<file path="src/rtl/extend_positive_signals.sv">
// Pulse stretcher: holds new_signal_o high for EXTEND_CYCLES edges after the
// last edge that sampled signal_i high. Output is driven straight from a flop.
module extend_positive_signals #(
  parameter int unsigned EXTEND_CYCLES = 50,
  parameter int unsigned CNT_W         = $clog2(EXTEND_CYCLES + 1)
) (
  input  logic clk,
  input  logic rst_n,
  input  logic signal_i,
  output logic new_signal_o
);

  localparam logic [CNT_W-1:0] CntLoad = CNT_W'(EXTEND_CYCLES);
  localparam logic [CNT_W-1:0] CntOne  = CNT_W'(1);

  logic [CNT_W-1:0] cnt_q, cnt_d;
  logic             new_signal_q, new_signal_d;

  // Retrigger has priority; the counter saturates at zero and never wraps.
  always_comb begin
    cnt_d        = '0;
    new_signal_d = 1'b0;
    if (signal_i) begin
      cnt_d        = CntLoad;
      new_signal_d = 1'b1;
    end else if (cnt_q > CntOne) begin
      cnt_d        = cnt_q - CntOne;
      new_signal_d = 1'b1;
    end
  end

  always_ff @(posedge clk or negedge rst_n) begin
    if (!rst_n) begin
      cnt_q        <= '0;
      new_signal_q <= 1'b0;
    end else begin
      cnt_q        <= cnt_d;
      new_signal_q <= new_signal_d;
    end
  end

  assign new_signal_o = new_signal_q;

endmodule

</file>
<file path="config.mk">
export PLATFORM = sky130hd
export DESIGN_NAME = extend_positive_signals
export DESIGN_NICKNAME = d
export VERILOG_FILES = /design/src/rtl/extend_positive_signals.sv
export SDC_FILE = /design/constraint.sdc
export NUM_CORES = 1
export LEC_CHECK = 0
export ABC_AREA = 1
export CELL_PAD_IN_SITES_DETAIL_PLACEMENT = 2
export CELL_PAD_IN_SITES_GLOBAL_PLACEMENT = 2
export CORE_AREA = 2 2 39 41
export CTS_BUF_LIST = sky130_fd_sc_hd__clkbuf_16
export DETAILED_ROUTE_END_ITERATION = 16
export DIE_AREA = 0 0 41 43
export PLACE_DENSITY_LB_ADDON = 0.08
export SETUP_SLACK_MARGIN = 0.2
export SYNTH_ARGS = -nofsm -noshare
export SYNTH_HDL_FRONTEND = slang
export SYNTH_SLANG_ARGS = --single-unit
</file>
<file path="constraint.sdc">
create_clock -name clk -period 2 [get_ports clk]
set_input_delay 0.2 -clock clk [delete_from_list [all_inputs] [get_ports clk]]
set_output_delay 0.2 -clock clk [all_outputs]
set_load 0.05 [all_outputs]
</file>
# [Word-level counts from Yosys, hierarchy flattened]
# Index checks and enable logic that the tools add are counted.
# Widths: inputs -> output; s select.
[word_totals] ff_bits=7 inputBits=3 output_inout_bits=1
[classes] add_sub_neg=1 n_lt_le_gt_ge=1 n_mux=4
[op_table] cell="$mux 6" count=2
[op_table] cell="$gt 6x1->1 const B" count=1
[op_table] cell="$sub 6x1->6 const B" count=1
[op_table] cell="$mux 1" count=2

# [Longest topological paths before layout]
[logic_depth] depth_word=3 ltp_mapped=7 mapped_depth_nobuf=7

# [Least setup slack after synthesis]
# OpenSTA, ideal clock, no wires.
[synth_path] path_type="register to register" start="register cnt_q[0]" end="register cnt_q[0]" arrival_time_ps=1031 required_ps=1878 path_slack_ps=847 stages_incl_launch_ff=8 n_path_buf=0 period_less_slack_ps=1153 cell_sequence="dfrtp_1 inv_1 ha_1 inv_1 nand2_1 nand3_2 nand2_2 nor2_1"
[synth_between] elab_chain_cells=3 elab_cells_between_ends=4 cone_classes="add/sub: 1; order compare: 1; mux: 2"
[synth_rtl] item="from (decl)" line="16" text="logic [CNT_W-1:0] cnt_q, cnt_d;"
[synth_rtl] item="from (signal assigned)" line="37" text="cnt_q <= cnt_d;"
[synth_rtl] item="$sub 6x1->6 or $gt 6x1->1 (tied branches)" line="27, 26"
[synth_rtl] item="$mux 6 (*)" line="26" text="end else if (cnt_q > CntOne) begin"
[synth_rtl] item="$mux 6 (*)" line="23" text="if (signal_i) begin"
[synth_rtl] item="named net cnt_d[0]" line="16"
# The timed path passes the listed nets; every way through them passes the cells marked *.

# [Final worst setup path]
[layout_path] start="register new_signal_q, in the netlist new_signal_o" end="output port new_signal_o"
[layout_lines] item="from (decl)" line="17" text="logic new_signal_q, new_signal_d;"
[layout_lines] item="from (signal assigned)" line="38" text="new_signal_q <= new_signal_d;"
[layout_lines] item="to (decl)" line="10" text="output logic new_signal_o"
# No word-level cell between the ends.

==> impl_metrics.csv <==
group,metric,value,unit
worst_setup_path,start_kind,"flip-flop",
sta,finalClockSkew,1.178,ps
clock_tree,clockBufferDepth,2,
sta,period_share,77.20,%
die,io_pins,4,
clock_tree,clock_sink_count,7,
logic_synthesis,synth_top_family_by_area,"simple AND/OR/NAND/NOR gates",
sta,clock.fmax,0.6477,GHz
logic_synthesis,yosysUniqueCellTypes,13,
clock_tree,clock_latency,230,ps
place,dp_hpwl,820.5,um
route,wl,961,um
clock_tree,post_cts_resized,0,
worst_setup_path,slowest_stage,"clkdlybuf4s50_1",
worst_setup_path,crit_type,"flip-flop to output port",
place,place.gp.congestion,0.6820,
die,die_x,41,um
route,vias_per_cell,4.653,
worst_setup_path,critPathBufInv,1,
sta,period_minus_slack,1544,ps
pwr,leakage,0.2662,nW
final_layout,final_util,37.34,%
logic_synthesis,synth_compound_area_share,5.484,%
sta,setup_viol_count_final,0,
clock_tree,cts_setup_buffers,0,
final_layout,nets,62,
status,status,"completed",
die,dieArea,1763,um^2
logic_synthesis,synth_xor_area_share,0,%
hold_path,hold_path.class,"primary input to asynchronous set/reset pin",
worst_setup_path,critPathCaptureType,"output port",
sta,rsz0062_at_grt,"false",
route,wl_per_cell,13.35,um
place,dp_cells,68,
sta,hold_ws,230.5,ps
logic_synthesis,synthSimpleGateAreaFrac,33.23,%
place,placed_area,437.9,um^2
worst_setup_path,critPathRequiredTime,1800,ps
route,vias,335,
sta,setup_ws,456.1,ps
sta,worstMarginPinSlew,489.7,ps
grt,grt_pass1_wl,1697,um
final_layout,stdcell_area,516.7,um^2
sta,slew-limit-headroom,67.25,%
grt,track_usage,15.62,%
pwr,powerDensity,1097,nW/um^2
final_layout,drive_gt1_share,23.21,%
worst_setup_path,cp_top_family,"buffers and inverters",
logic_synthesis,synth-adder-area-share,6.452,%
grt,grt_max_degree,8,
die,fp.dieH,43,um
die,rows,14,
logic_synthesis,synth_mux_area_share,0,%
clock_tree,h-tree-depth,1,
final_layout,area_growth,33.23,%
sta,setup_tns,0,ps
place,post-place-ws,621.0,ps
route,drcViolationCount,0,
grt,antenna_found_initial,0,
place,io_buffers,3,
die,start_util,28.03,%
sta,hold_viol,0,
logic_synthesis,synth.net_count,54,
logic_synthesis,postSynthCellCount,49,
pwr,worst_ir_drop_vdd,0.0005681,V
logic_synthesis,synth_warnings,0,
final_layout,antenna_cells,0,
route,drt_pre_antenna_iters,1,
worst_setup_path,worstPathMaxFanout,1,
clock_tree,clk_pin_slew_worst_paths,30,ps
worst_setup_path,worst-endpoint-arrival,1340,ps
clock_tree,cts_buffers,3,
sta,report.final.slew_viol_count,0,
logic_synthesis,syn_area_per_cell,7.916,um^2
worst_setup_path,crit_chain,"clkdlybuf4s50_1",
pwr,power.total,0.5669,mW
grt,overflow,0,
die,core_area,1384,um^2
flow_run,cap_violations,0,
worst_setup_path,slowest_delay,790,ps
grt,grt_pass1_vias,406,
clock_tree,root_buffer,"clkbuf_16",
final_layout,finalNonFillerCells,72,
logic_synthesis,ys_seq_area_share,45.16,%
logic_synthesis,ys_ff_latch,7,
logic_synthesis,synth_area,387.9,um^2
route,ant_nets,0,
clock_tree,cts_hold_buf,0,
clock_tree,cts_tree,"built",
route,drt-initial-drc-count,0,
worst paths after layout:
kind | cells after the start | from | slack [ps] | endpoint
worst max-delay path | 1 | new_signal_o | 460 | new_signal_o
worst min-delay path | 1 | rst_n | 230 | cnt_q[0]
worst max register to register | 7 | cnt_q[0] | 630 | cnt_q[0]
worst min register to register | 2 | cnt_q[5] | 530 | cnt_q[5]
max in group asynchronous | 1 | rst_n | 1530 | cnt_q[2]
min in group clk | 2 | cnt_q[5] | 530 | cnt_q[5]
flip-flops by register name (all words and copies together), names as in the netlist:
name	cells
cnt_q	6
new_signal_o	1
synth_stat cells:
library cell	number	area [um^2]
inv_2	2	7.510
nand3_1	5	25.02
nand2_1	11	41.29
o21ai_1	1	5.000
inv_1	8	30.03
nand2_2	3	18.77
nand3_2	1	10.01
o21bai_1	1	7.510
dfrtp_1	7	175.2
nor2_1	4	15.01
nor2_2	3	18.77
a21oi_2	1	8.760
ha_1	2	25.02
placed cells by master, fill, tap and decap left out, drive strengths merged:
cell type       n
nor2            7
clkbuf          3
nand2          14
inv            11
clkdlybuf4s50   3
o21bai          1
a21oi           1
dfrtp           7
o21ai           1
ha              2
nand3           6
power breakdown:
group / internal (mW) / switching (mW)
sequential: 0.153 / 0.0131
clock: 0.260 / 0.0746
combinational: 0.0250 / 0.0411
kinds of logic (layout without fill, tap and decap cells):
group,Yosys count,after routing
AO/OA/AOI/OAI,3,3
adder cells (fa/ha/maj),2,2
buffers and inverters,10,17
flip-flops,7,7
AND/OR/NAND/NOR,27,27
layer usage:
layer / GRT usage, % / part of all wire, % / vias up
met3: 4.712 / 3.1 / 3
met5: 0 / 0 / -
met2: 21.88 / 50 / 5
met4: 12.00 / 3.4 / 0
met1: 18.94 / 43 / 166
li1: - / - / 161
layout make-up:
class / count / area, um^2
inverter: 10 / 37.54
tap: 16 / 20.02
clock inverter: 1 / 3.754
sequential: 7 / 175.2
clock buffer: 3 / 75.07
timing repair buffer: 3 / 30.03
fill: 162 / 867.1
multi-input combinational: 32 / 175.2
Note: power is estimated with default switching activity, not from simulation.
